[src/rtl/mem_stage_ctrl.sv]
// MEM-stage sequencer: issues the dcache request for a latched load/store, stalls
// upstream until dhit, returns load data and latches halt. Optional watchdog: MEM_TIMEOUT_EN.
module mem_stage_ctrl #(
    parameter int WORD_W      = 32,
    parameter int TIMEOUT_CYC = 255
) (
    input  logic              CLK,
    input  logic              RST,
    input  logic              dREN_in,
    input  logic              dWEN_in,
    input  logic              halt_in,
    input  logic              flush,
    input  logic [WORD_W-1:0] port_o_in,
    input  logic [WORD_W-1:0] rdat2_in,
    input  logic              dhit,
    input  logic [WORD_W-1:0] dmemload,
    output logic              dmemREN,
    output logic              dmemWEN,
    output logic [WORD_W-1:0] dmemaddr,
    output logic [WORD_W-1:0] dmemstore,
    output logic              mem_stall,
    output logic [WORD_W-1:0] load_data,
    output logic              load_valid,
    output logic              halt_out,
    output logic              misalign,
    output logic              timeout_err
);

    if (TIMEOUT_CYC < 1) begin : g_bad_timeout
        $error("TIMEOUT_CYC must be at least 1");
    end

    typedef enum logic [1:0] {IDLE, ACCESS, DONE, HALTED} state_t;

    state_t              state_q, state_d;
    logic [WORD_W-1:2]   addr_q, addr_d;
    logic [WORD_W-1:0]   data_q, data_d;
    logic                is_wr_q, is_wr_d;
    logic [WORD_W-1:0]   load_data_q, load_data_d;
    logic                req;

`ifdef MEM_TIMEOUT_EN
    localparam int CNT_W = ($clog2(TIMEOUT_CYC + 1) > 8) ? $clog2(TIMEOUT_CYC + 1) : 8;
    localparam logic [CNT_W-1:0] CNT_LAST = CNT_W'(TIMEOUT_CYC - 1);
    logic [CNT_W-1:0] cnt_q, cnt_d;
    logic             terr_q, terr_d;
`endif

    assign req = (dREN_in | dWEN_in) & ~flush;

    always_comb begin
        state_d     = state_q;
        addr_d      = addr_q;
        data_d      = data_q;
        is_wr_d     = is_wr_q;
        load_data_d = load_data_q;
        dmemREN     = 1'b0;
        dmemWEN     = 1'b0;
        mem_stall   = 1'b0;
        load_valid  = 1'b0;
        halt_out    = 1'b0;
        misalign    = 1'b0;
`ifdef MEM_TIMEOUT_EN
        cnt_d       = cnt_q;
        terr_d      = terr_q;
`endif
        case (state_q)
            IDLE: begin
                // halt wins over a simultaneous memory op
                if (halt_in && !flush) begin
                    state_d = HALTED;
                end else if (req) begin
                    addr_d    = port_o_in[WORD_W-1:2];
                    data_d    = rdat2_in;
                    is_wr_d   = dWEN_in;
                    misalign  = |port_o_in[1:0];
                    mem_stall = 1'b1;
                    state_d   = ACCESS;
`ifdef MEM_TIMEOUT_EN
                    cnt_d     = '0;
`endif
                end
            end
            ACCESS: begin
                dmemWEN   = is_wr_q;
                dmemREN   = ~is_wr_q;
                mem_stall = 1'b1;
                if (dhit) begin
                    if (!is_wr_q) load_data_d = dmemload;
                    state_d = DONE;
`ifdef MEM_TIMEOUT_EN
                end else if (cnt_q == CNT_LAST) begin
                    terr_d = 1'b1;
                    if (!is_wr_q) load_data_d = WORD_W'(32'hBAD1BAD1);
                    state_d = DONE;
                end else begin
                    cnt_d = cnt_q + 1'b1;
`endif
                end
            end
            DONE: begin
                load_valid = ~is_wr_q;
                state_d    = IDLE;
            end
            HALTED: halt_out = 1'b1;
            default: state_d = IDLE;
        endcase
    end

    always_ff @(posedge CLK or posedge RST) begin
        if (RST) begin
            state_q     <= IDLE;
            addr_q      <= '0;
            data_q      <= '0;
            is_wr_q     <= 1'b0;
            load_data_q <= '0;
`ifdef MEM_TIMEOUT_EN
            cnt_q       <= '0;
            terr_q      <= 1'b0;
`endif
        end else begin
            state_q     <= state_d;
            addr_q      <= addr_d;
            data_q      <= data_d;
            is_wr_q     <= is_wr_d;
            load_data_q <= load_data_d;
`ifdef MEM_TIMEOUT_EN
            cnt_q       <= cnt_d;
            terr_q      <= terr_d;
`endif
        end
    end

    assign dmemaddr  = {addr_q, 2'b00};
    assign dmemstore = data_q;
    assign load_data = load_data_q;
`ifdef MEM_TIMEOUT_EN
    assign timeout_err = terr_q;
`else
    assign timeout_err = 1'b0;
`endif

endmodule

[config.mk]
export PLATFORM = sky130hd
export DESIGN_NAME = mem_stage_ctrl
export DESIGN_NICKNAME = d
export VERILOG_FILES = /design/src/rtl/mem_stage_ctrl.sv
export SDC_FILE = /design/constraint.sdc
export NUM_CORES = 1
export LEC_CHECK = 0
export CAP_MARGIN = 20
export CORE_MARGIN = 1.5
export CORE_UTILIZATION = 40
export CTS_BUF_LIST = sky130_fd_sc_hd__clkbuf_8 sky130_fd_sc_hd__clkbuf_16
export DETAILED_ROUTE_END_ITERATION = 6
export PLACE_DENSITY = 0.84
export SYNTH_ARGS = -nofsm -noshare
export SYNTH_HDL_FRONTEND = slang
export SYNTH_SLANG_ARGS = --single-unit
export TNS_END_PERCENT = 100
[constraint.sdc]
create_clock -name CLK -period 4.16 [get_ports CLK]
set_clock_uncertainty 0.15 [all_clocks]
set_input_delay 0.416 -clock CLK [delete_from_list [all_inputs] [get_ports CLK]]
set_output_delay 0.416 -clock CLK [all_outputs]
set_load 0.05 [all_outputs]
# Yosys cells after proc, flatten, opt, wreduce, memory -nomap -nowiden
# Cells that the tools add are included.
# Widths: inputs -> output; s select.
[totals]
reg_bits = 97
latch_bits = 0
ram_bits = 0
mem_bits_ro = 0
output_inout_bits = 103
memories = 0
[classes]
add_sub_neg = 0
mul = 0
div_mod_pow = 0
n_lt_le_gt_ge = 0
n_eq_ne = 5
shift = 0
n_mux = 14
bitwise = 5
reduce_logical = 8
[ops]
columns = ["operator", "n"]
rows = [
  ["$mux 1", 9],
  ["$reduce_and 3->1", 3],
  ["$mux 2", 3],
  ["$pmux 2 s3", 1],
  ["$eq 2x2->1 const B", 2],
  ["$ne 3x3->1 const B", 1],
  ["$not 1->1", 3],
  ["$reduce_bool 3->1", 1],
  ["$eq 2x1->1 const B", 1],
  ["$logic_not 2->1", 1],
  ["$ne 2x2->1 const B", 1],
  ["$pmux 1 s2", 1],
  ["$reduce_or 2->1", 1],
  ["$and 1x1->1", 1],
  ["$logic_and 1x1->1", 1],
  ["$logic_not 1->1", 1],
  ["$or 1x1->1", 1],
]

# Logic depth before layout (Yosys ltp)
# Gate-level depths: netlist of run 1.
[logic_depth]
word_depth = 5
depth_mapped = 7

# Least setup slack after synthesis of run 1
# OpenSTA, ideal clock, no wires.
[synth_path]
path_kind = "flip-flop to output port"
start = "register state_q[0]"
end = "output misalign"
arrival_ns = 1.882
t_required_ns = 3.594
path_slack_ns = 1.712
path_stages_with_launch = 8
n_path_buf = 2
cell_sequence = "dfrtp_1 inv_1 ha_1 nor3b_2 o21ai_1 buf_6 buf_6 nor2_1"
[synth_via]
elab_chain_len = 2
[synth_lines]
columns = ["item", "line", "rtl"]
rows = [
  ["start, declared", "35", "state_t state_q, state_d;"],
  ["start signal, assigned", "122", "state_q <= state_d;"],
  ["$logic_not 2->1", "67", "case (state_q)"],
  ["$mux 1", "67", ""],
  ["end, declared", "25", "output logic misalign,"],
]
# No other way between the ends.

# Worst setup path after layout of run 1
# Same ends and word-level chain as after synthesis.

==> results of run 1 <==
==> through the flow <==
stage / hold WS (ns) / instances
floorplan: 0.360 / 236
global placement: 0.335 / 563
detailed placement: 0.341 / 563
CTS: 0.362 / 578
global route: 0.370 / 578
finish: 0.358 / 578
==> registers in the layout, summed over array words and instances, names as in the netlist <==
signal,flops
state_q,2
load_data,32
is_wr_q,1
dmemstore,32
addr_q,30
==> power breakdown <==
group | total [W] | switching (W) | internal, W
combinational | 0.00376 | 0.00228 | 0.00148
sequential | 0.00168 | 0.000261 | 0.00142
clock | 0.000640 | 0.000306 | 0.000333
total | 0.00608 | 0.00285 | 0.00323
==> routing by layer <==
layer / up-vias / GRT usage / wire, microns
met3: 16 / 0.0529 / 821
met5: - / 0 / 0
met2: 127 / 0.314 / 5060
met1: 1324 / 0.201 / 3570
li1: 1221 / - / -
met4: 0 / 0.0738 / 182
==> cell usage after synthesis <==
master    count  area share
o21ai_1       1      0.0012
buf_4         6       0.011
mux2_2       47        0.13
nand3_1       1      0.0012
nand2b_1      3      0.0047
dfrtp_1      97        0.61
nor2_1        2      0.0019
or4_1         1      0.0019
inv_1         3      0.0028
buf_6         6       0.017
nor3b_1       2      0.0038
o211ai_1      1      0.0019
a21oi_1       1      0.0012
mux2_4       48        0.18
buf_2         1      0.0012
nor4b_1       1      0.0022
nor3b_2       1      0.0031
a211oi_1      1      0.0019
conb_1        1     0.00094
ha_1          4       0.013
nor2b_1       2      0.0031
nand2_1       1     0.00094
mux2i_1       1      0.0025
and2b_1       1      0.0019
and2_1        1      0.0016
==> path summary, 6_finish.rpt <==
check | start | end | depth (start not counted)
min reg2reg | load_data[13] | load_data[13] | 1
max in group asynchronous | RST | addr_q[23] | 3
min in group asynchronous | RST | addr_q[13] | 2
max | state_q[0] | misalign | 6
min | load_data[13] | load_data[13] | 1
max reg2reg | state_q[0] | addr_q[31] | 6
==> final cells by class <==
type / instances / share of cell area
clock buffer: 9 / 0.0195
clock inverter: 6 / 0.0132
inverter: 3 / 0.00217
multi-input combinational: 123 / 0.231
sequential: 97 / 0.383
tap: 133 / 0.0263
timing repair buffer: 207 / 0.325
==> worst max-delay path: stages, from the launching register on <==
cell and delay [ns]:
dfrtp_1 0.42, inv_1 0.13, ha_1 0.24, nor3b_2 0.25, o21ai_4 0.10, nor2_1 0.10
clkdlybuf4s50_1 0.80
==> cells by family (layout without fill, tap and decap cells) <==
family,count (synthesis),in the layout,synth area share
flip-flops,97,97,0.607
multiplexers,96,96,0.315
AND/OR/NAND/NOR,16,16,0.0263
buffers and inverters,16,225,0.0322
adder cells (fa/ha/maj),4,4,0.0125
AO/OA/AOI/OAI,4,4,0.00625
other,1,3,0.000937
==> out/metrics.yaml, run 1 <==
status: "finished clean"
htree_levels: 3
grt_max_degree: 73
finalSetupViolCount: 0
dieArea_sq_um: 10600
synth_warnings: 0
setup_tns_ns: 0
ir_worst_vdd_v: 0.000548
initial_core_util: 0.411
port_buffers: 202
place.gp.congestion: 0.747
rrSetupSlack_ns: 1.94
antenna_found_initial: 0
maxCapViolCount: 0
coreArea_sq_um: 9730
cts.sinks: 97
wl_per_cell_microns: 16.7
cp_max_fo: 5
synth.avg_cell_area_sq_um: 17.1
fin_ws_ns: 1.21
wirelength_microns: 9630
power.density_nw_per_um2: 959
rsz0062_at_grt: "no"
area.sequential_sq_um: 2430
grt_pass1_wl_microns: 14200
multi_input_area_sq_um: 1460
grt_pass1_vias: 2806
viasPerCell: 4.65
diodes: 0
clk_pin_slew_worst_paths_ns: 0.08
fin_crit_sh: 0.710
synth_area_sq_um: 4000
fill_cells: 734
layout_common_cells: "clkdlybuf4s50_1, dfrtp_1, mux2_4"
finalHoldViolations: 0
drt_first_pass_iters: 5
cts_tree: "built"
slew_headroom: 0.426
period_needed_ns: 2.95
ios: 206
dpl_cell_area_sq_um: 6130
die_h_microns: 103
cts-root-buf: "clkbuf_8"
synth-seq-area-share: 0.607
die_w_microns: 103
grt_overflow: 0
place_ws_ns: 1.42
insertion_delay_ns: 0.34
drive_above_1_share: 0.265
cts_hold_buf: 0
p_leak_nw: 2.83
endpoint_kind: "output port"
layout_commonest_cell: "clkdlybuf4s50_1"
cts_buffers: 9
syn_to_final_growth_pct: 58.4
cts_buffer_depth: 2
rows: 36
fmax_ghz: 0.339
antenna_left: 0
final_nets: 548
globalRouteTotalUtil: 0.178
min_path_type: "reg -> reg"
fin_util: 0.651
cp.required_ns: 3.59
worstPathArrival_ns: 2.39
cts_resized: 0
tightest_slew_ns: 0.861
yosys_register_bits: 97
critPathKind: "reg -> out"
vias: 2688
final_area_sq_um: 6340
slew_violations: 0
yosysUniqueCellTypes: 25
postSynthCellCount: 234
post-cts-setup-buffer-count: 0
finalPower_w: 0.00608
hpwl_microns: 7250
remaining_drc_errors: 0
drt-initial-drc-count: 70
cp-start-kind: "flop"
No activity file was read; power rests on OpenSTA's default activity.
==> run 2: changes to the inputs <==
==> constraint.sdc (replaced) <==
create_clock -name CLK -period 2.85 [get_ports CLK]
set_clock_uncertainty 0.15 [all_clocks]
set_input_delay 0.285 -clock CLK [delete_from_list [all_inputs] [get_ports CLK]]
set_output_delay 0.285 -clock CLK [all_outputs]
set_load 0.05 [all_outputs]
==> run 2 against run 1 <==
  * Sequential share of layout area down 0.13 points
  * Core utilization up 0.22 points
  * First-iteration DRC count is 31% lower
  * Register-to-register slack lost 1.3 ns
  * Via count is 0.67% lower
  * Die area stayed put
  * Setup slack got worse by 0.83 ns
  * Largest cell class unchanged
  * Highest routed layer unchanged
==> out/metrics.yaml, run 2 (synthesis results as in run 1) <==
status: "finished clean"
wl_met2_microns: 4980  # -1.4%
ios: 206  # unchanged
power.density_nw_per_um2: 1390  # +45%
grt_pass1_wl_microns: 14000  # -1.3%
die_h_microns: 103  # unchanged
post-cts-setup-buffer-count: 0  # unchanged
grt_max_degree: 65  # -11%
r2r_start: "state_q[0]"
antenna_left: 0  # unchanged
cp-start-kind: "flop"
p_int_w: 0.00468  # +45%
met1Wirelength_microns: 3670  # +2.7%
clk_pin_slew_worst_paths_ns: 0.08  # about the same
timing.critical_path.from: "state_q[1]"
ir_worst_vdd_v: 0.000709  # +29%
power_frac_seq: 0.280  # +0.003
rsz0062_at_grt: "no"
initial_core_util: 0.411  # unchanged
maxCapViolCount: 0  # unchanged
globalRouteTotalUtil: 0.177  # -0.00135
cts_buffers: 9  # unchanged
insertion_delay_ns: 0.34  # about the same
port_buffers: 202  # unchanged
p_switching_w: 0.00414  # +45%
cp.required_ns: 2.41  # -1.18 ns
cts_buffer_depth: 2  # unchanged
cts_tree: "built"
fin_util: 0.654  # +0.00219
worstPathArrival_ns: 2.04  # -0.35 ns
finalHoldViolations: 0  # unchanged
combPwrFrac: 0.620  # +0.002
min_path_type: "in -> async"
diodes: 0  # unchanged
rows: 36  # unchanged
drive_above_1_share: 0.267  # +0.00225
worstReg2RegEnd: "addr_q[20]"
fmax_ghz: 0.404
cts.sinks: 97  # unchanged
endpoint_kind: "output port"
area.sequential_sq_um: 2430  # unchanged
period_needed_ns: 2.48
fill_cells: 741  # +0.95%
r2r_cells: 6  # unchanged
finalSetupViolCount: 0  # unchanged
wl_per_cell_microns: 16.5  # -1.0%
vias: 2670  # -0.67%
wl_met3_microns: 640  # -22%
final_nets: 548  # unchanged
setup_tns_ns: 0  # unchanged
coreArea_sq_um: 9730  # unchanged
drt-initial-drc-count: 48  # -31%
cts_resized: 0  # unchanged
place.gp.congestion: 0.760  # +1.7%
wirelength_microns: 9530  # -1.0%
viasPerCell: 4.62  # -0.67%
die_w_microns: 103  # unchanged
grt_overflow: 0  # unchanged
slew_headroom: 0.612  # +0.186
rrSetupSlack_ns: 0.68  # -1.26 ns
critPathKind: "reg -> out"
fin_crit_sh: 0.869
swShare: 0.469  # +0.00105
cts-root-buf: "clkbuf_8"
syn_to_final_growth_pct: 59.0
drt_first_pass_iters: 4  # -1
hpwl_microns: 7250  # about the same
cp_max_fo: 5  # unchanged
cts_hold_buf: 0  # unchanged
top_layer_used: "met4"
layout_commonest_cell: "clkdlybuf4s50_1"
htree_levels: 3  # unchanged
multi_input_area_sq_um: 1460  # unchanged
layout_common_cells: "clkdlybuf4s50_1, dfrtp_1, mux2_4"
antenna_found_initial: 0  # unchanged
dieArea_sq_um: 10600  # unchanged
p_leak_nw: 2.84  # +0.42%
power_frac_clock: 0.100  # -0.005
grt_pass1_vias: 2839  # +1.2%
remaining_drc_errors: 0  # unchanged
tightest_slew_ns: 0.574  # -0.287 ns
slew_violations: 0  # unchanged
[run 2: worst max-delay path by stage]
stage / to / cells past startpoint
global route: misalign / 7
floorplan: misalign / 7
CTS: dmemREN / 4
global placement: addr_q[23] / 4
finish: dmemREN / 4
detailed placement: addr_q[20] / 6
[run 2: power by group through the flow]
stage                     combinational, W  sequential, W  clock, W
after floorplan                    0.00130        0.00484         0
after global placement             0.00542        0.00245         0
after detailed placement           0.00550        0.00248         0
after CTS                          0.00552        0.00247  0.000907
after global routing               0.00568        0.00255  0.000957
final                              0.00547        0.00247  0.000882
[run 2: critical path, stage by stage (launching register included)]
cell and delay (ns):
dfrtp_1 0.41, inv_1 0.10, ha_1 0.22, and2b_1 0.16, clkdlybuf4s50_1 0.80
[run 2: cell type report]
cell class / count / area share
repair buffers: 207 / 0.329
clock inverters: 4 / 0.00689
well taps: 133 / 0.0262
multi-input cells: 123 / 0.230
clock buffers: 11 / 0.0238
flip-flops and latches: 97 / 0.382
inverters: 3 / 0.00236
[run 2: layer usage]
layer	up-vias	track usage
li1	1222	-
met1	1312	0.202
met2	118	0.312
met3	18	0.0420
met4	0	0.0832
met5	-	0
[run 2: per-stage QoR]
stage | instance area [sq um] | std cells | hold slack, ns | total power [W] | worst slack, ns
after floorplan | 4010 | 236 | 0.284 | 0.00614 | 0.533
after global placement | 6160 | 563 | 0.336 | 0.00788 | 0.750
after detailed placement | 6160 | 563 | 0.341 | 0.00799 | 0.682
after CTS | 6360 | 578 | 0.185 | 0.00890 | 0.345
after global routing | 6360 | 578 | 0.207 | 0.00919 | 0.231
final | 6360 | 578 | 0.196 | 0.00882 | 0.373
==> run 3: changes to the inputs <==
--- a/config.mk
+++ b/config.mk
@@ -10,7 +10,8 @@
 export CORE_UTILIZATION = 40
 export CTS_BUF_LIST = sky130_fd_sc_hd__clkbuf_8 sky130_fd_sc_hd__clkbuf_16
 export DETAILED_ROUTE_END_ITERATION = 6
-export PLACE_DENSITY = 0.84
+export GPL_ROUTABILITY_DRIVEN = 0
+export PLACE_DENSITY_LB_ADDON = 0.3
 export SYNTH_ARGS = -nofsm -noshare
 export SYNTH_HDL_FRONTEND = slang
 export SYNTH_SLANG_ARGS = --single-unit
==> run 3 against run 2 <==
  * Global-route usage increased by 0.25 points
  * First-iteration DRC count decreased by 33%
  * Total power decreased by 0.64%
  * Combinational power about the same
  * Non-clock buffer count unchanged
  * Core utilization decreased by 0.14 points
  * Sequential power about the same
  * Flip-flop and latch count unchanged
  * Critical path depth increased by 3
  * Count of clock-buffer cells in the layout unchanged
  * Fmax decreased by 0.54%
  * Clock power decreased by 6.7%
==> out/metrics.yaml, run 3 (synthesis results as in run 1) <==
status: "finished clean"
fmax_ghz: 0.401  # -0.54%
wl_per_cell_microns: 16.2  # -1.5%
grt_overflow: 0  # unchanged
setup_tns_ns: 0  # unchanged
finalSetupViolCount: 0  # unchanged
rsz0062_at_grt: "no"
ios: 206  # unchanged
port_buffers: 202  # unchanged
fin_cells: 579  # +0.17%
min_path_type: "in -> async"
finalHoldViolations: 0  # unchanged
endpoint_kind: "output port"
slew_violations: 0  # unchanged
p_switching_w: 0.00414  # +0.17%
drt-initial-drc-count: 32  # -33%
antenna_found_initial: 0  # unchanged
final_nets: 548  # unchanged
dieArea_sq_um: 10600  # unchanged
cp-start-kind: "flop"
globalRouteTotalUtil: 0.179  # +0.00253
dpl_cell_area_sq_um: 6160  # unchanged
cts_resized: 0  # unchanged
grt_max_degree: 64  # -1.5%
rows: 36  # unchanged
layout_commonest_cell: "clkdlybuf4s50_1"
drt_first_pass_iters: 3  # -1
remaining_drc_errors: 0  # unchanged
antenna_left: 0  # unchanged
ir_worst_vdd_v: 0.000781  # +10%
htree_levels: 3  # unchanged
worstPathArrival_ns: 2.06  # +0.02 ns
final_area_sq_um: 6340  # -0.22%
power_frac_seq: 0.280  # about the same
grt_pass1_wl_microns: 14200  # +1.2%
post-cts-setup-buffer-count: 0  # unchanged
syn_to_final_growth_pct: 58.6
cp.required_ns: 2.41  # about the same
cts_buffers: 9  # unchanged
tightest_slew_ns: 0.806  # +0.232 ns
cts.sinks: 97  # unchanged
fin_util: 0.652  # -0.00141
p_int_w: 0.00462  # -1.4%
insertion_delay_ns: 0.35  # about the same
cp_max_fo: 35  # +30
p_leak_nw: 2.83  # -0.41%
initial_core_util: 0.411  # unchanged
hpwl_microns: 7090  # -2.1%
swShare: 0.473  # +0.00382
clk_pin_slew_worst_paths_ns: 0.09  # about the same
cts_buffer_depth: 2  # unchanged
die_h_microns: 103  # unchanged
cts_hold_buf: 0  # unchanged
layout_common_cells: "clkdlybuf4s50_1, dfrtp_1, mux2_4"
coreArea_sq_um: 9730  # unchanged
vias: 2667  # -0.11%
power_frac_clock: 0.094  # -0.006
wirelength_microns: 9410  # -1.3%
combPwrFrac: 0.626  # +0.006
slew_headroom: 0.463  # -0.149
die_w_microns: 103  # unchanged
diodes: 0  # unchanged
cts-root-buf: "clkbuf_8"
dp.cells: 563  # unchanged
critPathKind: "reg -> out"
power.density_nw_per_um2: 1380  # -0.42%
drive_above_1_share: 0.269  # +0.00164
viasPerCell: 4.61  # -0.28%
cts_tree: "built"
fin_crit_sh: 0.874  # +0.00473
grt_pass1_vias: 2764  # -2.6%
maxCapViolCount: 0  # unchanged
period_needed_ns: 2.49  # +0.0135 ns
finalPower_w: 0.00876  # -0.64%
## run 3: layout make-up
cell class	instances	area, sq um
tap	133	166
clock buffer	11	151
multi-input combinational	123	1460
inverter	3	15.0
timing repair buffer	207	2090
fill	749	3380
clock inverter	5	30.0
sequential	97	2430
## run 3: per-stage QoR
stage | hold WS (ns) | setup slack, ns
2_1_floorplan | 0.284 | 0.533
3_3_place_gp | 0.336 | 0.704
3_5_place_dp | 0.342 | 0.690
4_1_cts | 0.248 | 0.314
5_1_grt | 0.306 | 0.200
6_report | 0.250 | 0.359
## run 3: final timing paths
path / start / end / slack (ns) / cells past startpoint
max: state_q[0] / misalign / 0.36 / 7
min in group CLK: load_data[25] / load_data[25] / 0.36 / 1
max in group asynchronous: RST / addr_q[19] / 1.60 / 3
min: RST / addr_q[3] / 0.25 / 3
max reg2reg: state_q[0] / addr_q[30] / 0.75 / 6
min reg2reg: load_data[25] / load_data[25] / 0.36 / 1
## run 3: per-layer routing
| metal | wire (microns) | up-vias | track usage | share of wire |
|---|---|---|---|---|
| met3 | 803 | 11 | 0.0556 | 0.085 |
| met4 | 133 | 0 | 0.0728 | 0.014 |
| met2 | 4820 | 117 | 0.310 | 0.51 |
| li1 | - | 1218 | - | - |
| met5 | 0 | - | 0 | 0 |
| met1 | 3650 | 1321 | 0.207 | 0.39 |
## run 3: critical path, cell delays in order (launching register included)
cell	delay (ns)
dfrtp_1	0.42
inv_1	0.12
ha_1	0.23
nor3b_2	0.25
o21ai_4	0.10
buf_12	0.20
nor2_1	0.22
buf_12	0.17
## run 3: power groups by stage
stage | registers [W] | clock network, W | logic, W
2_1_floorplan | 0.00484 | 0 | 0.00130
3_3_place_gp | 0.00244 | 0 | 0.00547
3_5_place_dp | 0.00248 | 0 | 0.00552
4_1_cts | 0.00246 | 0.000864 | 0.00554
5_1_grt | 0.00255 | 0.000926 | 0.00571
6_report | 0.00245 | 0.000823 | 0.00549
